## config.mk

```make
export PLATFORM = sky130hd
export DESIGN_NAME = mmio_uart_tx_flat
export DESIGN_NICKNAME = d
export VERILOG_FILES = /design/src/rtl/core_pkg.sv /design/src/rtl/mmio_uart_pkg.sv /design/src/rtl/mmio_uart_tx_if.sv /design/src/rtl/mmio_uart_tx_byte_fifo.sv /design/src/rtl/mmio_uart_tx.sv /design/src/flat_wrapper.sv
export SDC_FILE = /design/constraint.sdc
export NUM_CORES = 1
export LEC_CHECK = 0
export ABC_CLOCK_PERIOD_IN_PS = 2400
export CORE_MARGIN = 2
export CORE_UTILIZATION = 46
export DETAILED_ROUTE_END_ITERATION = 6
export PLACE_DENSITY = 0.86
export SYNTH_ARGS = -nofsm -noshare
export SYNTH_HDL_FRONTEND = slang
export SYNTH_SLANG_ARGS = --single-unit
```

## constraint.sdc

```tcl
create_clock -name clock -period 2.4 [get_ports clock]
set_input_delay 0.72 -clock clock [delete_from_list [all_inputs] [get_ports clock]]
set_output_delay 0.72 -clock clock [all_outputs]
set_load 0.01 [all_outputs]
```

## src/rtl/core_pkg.sv

```systemverilog
// Core-wide types shared by the hart and its MMIO peripherals.
package core_pkg;

    localparam int XLEN = 32;

    typedef enum logic [1:0] {
        MEM_WIDTH_BYTE,
        MEM_WIDTH_HALF,
        MEM_WIDTH_WORD
    } mem_width_t;

    typedef struct packed {
        logic             enable;
        logic [XLEN-1:0]  addr;
        logic [XLEN-1:0]  value;
        mem_width_t       width;
    } mem_write_control_t;

endpackage

```

## src/rtl/mmio_uart_pkg.sv

```systemverilog
// Register map, status bit positions and transmitter states for the MMIO UART.
package mmio_uart_pkg;

    typedef enum logic [1:0] {
        UART_IDLE,
        UART_START,
        UART_DATA,
        UART_STOP
    } uart_tx_state_t;

    localparam logic [31:0] UART_TXDATA_OFFSET = 32'd0;
    localparam logic [31:0] UART_STATUS_OFFSET = 32'd4;

    localparam int STATUS_BUSY_BIT  = 0;
    localparam int STATUS_FULL_BIT  = 1;
    localparam int STATUS_EMPTY_BIT = 2;
    localparam int STATUS_COUNT_LSB = 8;
    localparam int STATUS_COUNT_MSB = 15;

endpackage

```

## src/rtl/mmio_uart_tx_if.sv

```systemverilog
// Hart-side MMIO store path into the UART: store request in, completion pulse and STATUS word out.
interface mmio_uart_tx_if;
    import core_pkg::*;

    mem_write_control_t memory_mapped_io_control;
    logic               memory_mapped_io_write_complete;
    logic [XLEN-1:0]    memory_mapped_io_r_data;

    modport master (
        output memory_mapped_io_control,
        input  memory_mapped_io_write_complete,
        input  memory_mapped_io_r_data
    );

    modport slave (
        input  memory_mapped_io_control,
        output memory_mapped_io_write_complete,
        output memory_mapped_io_r_data
    );

endinterface

```

## src/rtl/mmio_uart_tx_byte_fifo.sv

```systemverilog
// Byte FIFO with registered occupancy count; head entry is visible combinationally on pop_data.
module byte_fifo #(
    parameter int depth = 4
) (
    input  logic                     clock,
    input  logic                     reset,
    input  logic                     push,
    input  logic [7:0]               push_data,
    input  logic                     pop,
    output logic [7:0]               pop_data,
    output logic                     full,
    output logic                     empty,
    output logic [$clog2(depth):0]   count
);

    localparam int AW = $clog2(depth);
    localparam int CW = AW + 1;

    logic [7:0]    mem [depth];
    logic [AW-1:0] wr_ptr;
    logic [AW-1:0] rd_ptr;
    logic          push_ok;
    logic          pop_ok;

    assign full     = (count == CW'(depth));
    assign empty    = (count == '0);
    assign push_ok  = push && !full;
    assign pop_ok   = pop && !empty;
    assign pop_data = mem[rd_ptr];

    // Power-of-two depth lets the pointers wrap on natural overflow.
    always_ff @(posedge clock or posedge reset) begin
        if (reset) begin
            wr_ptr <= '0;
            rd_ptr <= '0;
            count  <= '0;
        end else begin
            if (push_ok) wr_ptr <= wr_ptr + AW'(1);
            if (pop_ok)  rd_ptr <= rd_ptr + AW'(1);
            unique case ({push_ok, pop_ok})
                2'b10:   count <= count + CW'(1);
                2'b01:   count <= count - CW'(1);
                default: count <= count;
            endcase
        end
    end

    always_ff @(posedge clock) begin
        if (push_ok) mem[wr_ptr] <= push_data;
    end

endmodule

```

## src/rtl/mmio_uart_tx.sv

```systemverilog
// MMIO UART transmitter: store handshake into a byte FIFO, 8N1 serialiser, registered STATUS word.
//   state      | meaning
//   UART_IDLE  | line high; pops the next byte when the FIFO holds one
//   UART_START | start bit (low) for clks_per_bit cycles
//   UART_DATA  | eight data bits, LSB first
//   UART_STOP  | stop bit (high) for clks_per_bit cycles
module mmio_uart_tx
    import core_pkg::*;
    import mmio_uart_pkg::*;
#(
    parameter logic [XLEN-1:0] base_addr    = 32'h0003_0000,
    parameter int              clks_per_bit = 434,
    parameter int              fifo_depth   = 4
) (
    input  logic           clock,
    input  logic           reset,
    mmio_uart_tx_if.slave  bus,
    output logic           uart_tx
);

    localparam int CW = $clog2(fifo_depth) + 1;
    localparam int BW = $clog2(clks_per_bit);
    localparam logic [BW-1:0] BAUD_LAST = BW'(clks_per_bit - 1);

    uart_tx_state_t  state, state_next;
    logic [BW-1:0]   baud, baud_next;
    logic [2:0]      bit_idx, bit_next;
    logic [7:0]      shift, shift_next;
    logic            tx_next;
    logic            bit_done;

    logic            accepted;
    logic            write_complete;
    logic [XLEN-1:0] r_data;
    logic [XLEN-1:0] status_next;
    logic            request;
    logic            is_txdata;
    logic            push;
    logic            accept;
    logic            pop;

    logic [7:0]      pop_data;
    logic            fifo_full;
    logic            fifo_empty;
    logic [CW-1:0]   fifo_count;
    logic            unused_ctrl_bits;

    byte_fifo #(.depth(fifo_depth)) u_fifo (
        .clock     (clock),
        .reset     (reset),
        .push      (push),
        .push_data (bus.memory_mapped_io_control.value[7:0]),
        .pop       (pop),
        .pop_data  (pop_data),
        .full      (fifo_full),
        .empty     (fifo_empty),
        .count     (fifo_count)
    );

    // accepted blocks a second push while the hart still holds enable through the complete cycle.
    assign request   = bus.memory_mapped_io_control.enable && !accepted;
    assign is_txdata = (bus.memory_mapped_io_control.addr == base_addr + UART_TXDATA_OFFSET);
    assign push      = request && is_txdata && !fifo_full;
    assign accept    = request && (!is_txdata || !fifo_full);

    assign unused_ctrl_bits = ^{bus.memory_mapped_io_control.width,
                                bus.memory_mapped_io_control.value[XLEN-1:8]};

    always_ff @(posedge clock or posedge reset) begin
        if (reset) begin
            accepted       <= 1'b0;
            write_complete <= 1'b0;
            r_data         <= '0;
        end else begin
            if (!bus.memory_mapped_io_control.enable) accepted <= 1'b0;
            else if (accept)                          accepted <= 1'b1;
            write_complete <= accept;
            r_data         <= status_next;
        end
    end

    always_comb begin
        status_next = '0;
        status_next[STATUS_BUSY_BIT]  = (state != UART_IDLE);
        status_next[STATUS_FULL_BIT]  = fifo_full;
        status_next[STATUS_EMPTY_BIT] = fifo_empty;
        status_next[STATUS_COUNT_MSB:STATUS_COUNT_LSB] = 8'(fifo_count);
    end

    assign bus.memory_mapped_io_write_complete = write_complete;
    assign bus.memory_mapped_io_r_data         = r_data;

    assign bit_done = (baud == BAUD_LAST);

    always_ff @(posedge clock or posedge reset) begin
        if (reset) begin
            state   <= UART_IDLE;
            baud    <= '0;
            bit_idx <= '0;
            shift   <= '0;
            uart_tx <= 1'b1;
        end else begin
            state   <= state_next;
            baud    <= baud_next;
            bit_idx <= bit_next;
            shift   <= shift_next;
            uart_tx <= tx_next;
        end
    end

    // tx_next is the line level for the coming cycle, so uart_tx comes straight off a flop.
    always_comb begin
        state_next = state;
        baud_next  = baud;
        bit_next   = bit_idx;
        shift_next = shift;
        tx_next    = 1'b1;
        pop        = 1'b0;
        unique case (state)
            UART_IDLE: begin
                baud_next = '0;
                bit_next  = '0;
                if (!fifo_empty) begin
                    pop        = 1'b1;
                    shift_next = pop_data;
                    state_next = UART_START;
                    tx_next    = 1'b0;
                end
            end
            UART_START: begin
                tx_next = 1'b0;
                if (bit_done) begin
                    state_next = UART_DATA;
                    baud_next  = '0;
                    bit_next   = '0;
                    tx_next    = shift[0];
                end else begin
                    baud_next = baud + BW'(1);
                end
            end
            UART_DATA: begin
                tx_next = shift[0];
                if (bit_done) begin
                    baud_next  = '0;
                    shift_next = {1'b0, shift[7:1]};
                    if (bit_idx == 3'd7) begin
                        state_next = UART_STOP;
                        tx_next    = 1'b1;
                    end else begin
                        bit_next = bit_idx + 3'd1;
                        tx_next  = shift[1];
                    end
                end else begin
                    baud_next = baud + BW'(1);
                end
            end
            UART_STOP: begin
                if (bit_done) begin
                    state_next = UART_IDLE;
                    baud_next  = '0;
                end else begin
                    baud_next = baud + BW'(1);
                end
            end
            default: begin
                state_next = UART_IDLE;
            end
        endcase
    end

endmodule
```

## src/flat_wrapper.sv

```systemverilog
// flat-port wrapper written by rule: the top's interface ports become plain ports
module mmio_uart_tx_flat import core_pkg::*; import mmio_uart_pkg::*;
#(
    parameter logic [XLEN-1:0] base_addr    = 32'h0003_0000,
    parameter int              clks_per_bit = 434,
    parameter int              fifo_depth   = 4
)
  (clock, reset, uart_tx, bus_memory_mapped_io_control, bus_memory_mapped_io_write_complete, bus_memory_mapped_io_r_data);
  mmio_uart_tx_if bus_i ();
  input  logic clock;
  input  logic reset;
  output logic uart_tx;
  input wire logic [$bits(bus_i.memory_mapped_io_control)-1:0] bus_memory_mapped_io_control;
  output wire logic [$bits(bus_i.memory_mapped_io_write_complete)-1:0] bus_memory_mapped_io_write_complete;
  output wire logic [$bits(bus_i.memory_mapped_io_r_data)-1:0] bus_memory_mapped_io_r_data;
  assign bus_i.memory_mapped_io_control = bus_memory_mapped_io_control;
  assign bus_memory_mapped_io_write_complete = bus_i.memory_mapped_io_write_complete;
  assign bus_memory_mapped_io_r_data = bus_i.memory_mapped_io_r_data;
  mmio_uart_tx #(.base_addr(base_addr), .clks_per_bit(clks_per_bit), .fifo_depth(fifo_depth)) u_core (.clock(clock), .reset(reset), .bus(bus_i), .uart_tx(uart_tx));
endmodule
```

==> results.yml <==
routing:
  antenna_left: 0
  routedWlPerCell_um: 14.7
  dr.pass1.iters: 4
  drt_iter0_drc: 71
  drc: 0
  routed-via-count: 2042
  wirelength_mm: 6.13
  post_drt_via_cell_ratio: 4.89
worst_setup_path:
  critical_path_required_ps: 2640
  worstSetupStartpointType: "primary input"
  rr_worst_depth: 10
  cpMostUsedCell: "xor2_1"
  reg2reg_to: "u_core.u_fifo.count[2]"
  crit_arrival_ps: 2590
  worstSetupStartpoint: "bus_memory_mapped_io_control[61]"
  crit_path_end: "u_core.u_fifo.count[2]"
  slowest_stage: "nor4_4"
  path_cells: "dlygate4sd2_1 -> nor4_1 -> nand4_1 -> nor4_4 -> inv_1 -> ha_2 -> inv_2 -> fa_2 -> xor2_1 -> nor2_1 -> xor2_1"
  r2r_slack_ps: 200
  rr_startpoint: "u_core.state[0]"
  max_stage_delay_ps: 310
  cp_max_fo: 2
  end_kind: "flop"
  critical_path_class: "in2reg"
clock_tree:
  clock_latency_ps: 350
  cts_sinks: 70
  ctsHoldBuffers: 0
  clk_pin_slew_ps: 80
  root_buffer: "clkbuf_8"
  clk_path_buf_depth: 2
  cts_buffers: 9
  cts_tree: "built"
  cts_max_level: 3
placement:
  io_buffers: 50
  dp_slack_ps: -523
  dp.final_hpwl_mm: 4.13
  routabilityCongestion: 0.727
yosys:
  synth-main-ff-cell: "dfrtp_1"
  synthCells: 243
  yosysWarnings: 0
  synth.cell_area_mm2: 0.00335
  ys_seq_elements: 70
  synth_edf_count: 32
  async_flop_share_pct: 54.3
  synth_most_common_cell: "dfrtp_1"
  yosys.area.top_type: "edfxtp_1"
  synth_area_leaders: "edfxtp_1 29%, dfrtp_1 28%, mux2_2 6.1%, buf_4 5.8%, mux4_2 5.4%"
  synth.avg_cell_area_um2: 13.8
  seq_area_frac_synth_pct: 57.1
  yosysUniqueCellTypes: 41
  synth_top_cell_area_share_pct: 28.7
  synth_top_cells_by_count: "37 x dfrtp_1, 32 x edfxtp_1, 26 x buf_4, 18 x mux2_2, 18 x nor2_1"
sta:
  finalSetupViolations: 0
  drv_slew: 0
  setup_ws_ps: 50.3
  relSlewSlack_pct: 66.0
  fmax_mhz: 426
  worstMarginPinSlew_ps: 507
  skew_ps: 8.35
  finalCritPeriodShare_pct: 97.9
  layout_min_cycle_time_ps: 2350
  hold_violations: 0
  hold_ws_ps: 415
power:
  leakagePower_nw: 1.80
  power.internal_mw: 1.91
  ir_worst_vdd_uv: 320
  p_clk_share_pct: 43.9
  p_per_area_mw_per_mm2: 563
  p_sw_share_pct: 21.8
  pwr-share-comb_pct: 4.7
  p_seq_share_pct: 51.4
  p_sw_uw: 533
floorplan:
  die_h_um: 89.3
  die_x_um: 89.3
  coreArea_mm2: 0.00714
  pin_count: 103
  start_util_pct: 46.9
  row_count: 31
  design.die.area_mm2: 0.00798
worst_hold_path:
  min_path_type: "reg2reg"
finish:
  finalNetCount: 398
  synthToLayoutAreaGrowth_pct: 29.4
  fill_cells: 524
  fin_util_pct: 60.7
  antennaDiodeCount: 0
  drive_above_1_share_pct: 23.8
outcome:
  status: "completed"
grt:
  overflow: 0
  grt_max_degree: 39
  grt_usage_pct: 16.6
  grt_pass1_vias: 2135
  grt_pass1_wl_mm: 9.72
  antenna_found_initial: 0
job:
  cap_violations: 0
## how the worst min path moves through the flow
stage                            from                               endpoint  depth (start not counted)
2_1_floorplan  u_core.u_fifo.count[1]  u_core.bus.memory_mapped_io_r_data[9]                          0
3_3_place_gp   u_core.u_fifo.count[1]  u_core.bus.memory_mapped_io_r_data[9]                          0
6_report       u_core.u_fifo.count[1]  u_core.bus.memory_mapped_io_r_data[9]                          0
4_1_cts        u_core.u_fifo.count[1]  u_core.bus.memory_mapped_io_r_data[9]                          0
3_5_place_dp   u_core.u_fifo.count[1]  u_core.bus.memory_mapped_io_r_data[9]                          0
5_1_grt        u_core.u_fifo.count[1]  u_core.bus.memory_mapped_io_r_data[9]                          0
## power groups by stage
stage | Clock [mW] | Combinational, mW | Sequential, mW
floorplan | 0 | 0.0658 | 1.28
global placement | 0 | 0.120 | 1.28
detailed placement | 0 | 0.124 | 1.28
CTS | 1.09 | 0.111 | 1.26
global route | 1.14 | 0.127 | 1.26
finish | 1.07 | 0.114 | 1.26
## metrics by stage
step | power [mW] | setup TNS [ps] | area [um2] | std cells
floorplan | 1.35 | -99.2 | 3500 | 268
global placement | 1.40 | -12170 | 4020 | 395
detailed placement | 1.40 | -13690 | 4020 | 395
CTS | 2.45 | 0 | 4280 | 417
global route | 2.52 | -179 | 4330 | 418
finish | 2.44 | 0 | 4330 | 418
## state kept, by name, summed over array words and instances (netlist names)
signal,count
u_core.u_fifo.mem,32
u_core.baud,9
u_core.shift,8
u_core.bus.memory_mapped_io_r_data,6
u_core.bit_idx,3
u_core.u_fifo.count,3
u_core.state,2
u_core.u_fifo.rd_ptr,2
u_core.u_fifo.wr_ptr,2
u_core.accepted,1
u_core.bus.memory_mapped_io_write_complete,1
u_core.uart_tx,1
## layout make-up
class | count | area (um2) | area share (%)
repair buffers | 66 | 674 | 15.6
clock buffers | 9 | 124 | 2.86
inverters | 13 | 48.8 | 1.13
flip-flops and latches | 70 | 1910 | 44.2
clock inverters | 7 | 105 | 2.43
multi-input cells | 154 | 1340 | 31.0
well taps | 99 | 124 | 2.86
## metal layers
metal  track usage (%)  part of all wire [%]
met1              18.5                    39
met2              29.5                    53
met3              5.36                   5.8
met4              6.11                   1.8
met5                 0                     0
## what timing repair did
item / 4_1_cts / 5_1_grt
gates resized for setup: 26 / 27
pin swaps: 11 / 14
cloned: 0 / 0
setup endpoints to repair: 22 / 4
buffers inserted: 6 / 1
## placed cells by master, fill, tap and decap left out, drive strengths merged, types with 3 or more instances in the layout
cell and n:
dfrtp 37, edfxtp 32, conb 26, mux2 18
clkdlybuf4s50 18, nor2 18, buf 16, inv 15
clkdlybuf4s15 14, ha 14, clkbuf 10, dlygate4sd2 9
mux4 8, xnor2 8, dlymetal6s2s 8, nor4 8
nand3 6, and2 5, xor2 5, nand2 4
o21ai 4, nand4 4, nor2b 3, o211ai 3
## worst max-delay path, delay by kind of cell
family,cells,cell delay [ps]
and+or+nand+nor,4,840
buffers and inverters,3,370
adders and majority gates,2,380
xor gates and xnor gates,2,280
## kinds of logic (layout without fill, tap and decap cells)
kind of cell,count (synthesis),count (layout),synth area share [%]
mux,28,28,12.0
simple gates,60,60,10.7
other cells,1,26,0.112
fa+ha+maj,15,15,5.83
flops,70,70,57.1
buf+inv,44,95,7.88
xor+xnor,13,13,3.40
compound gates,12,12,2.91
Power figures use the tool's default switching activity.
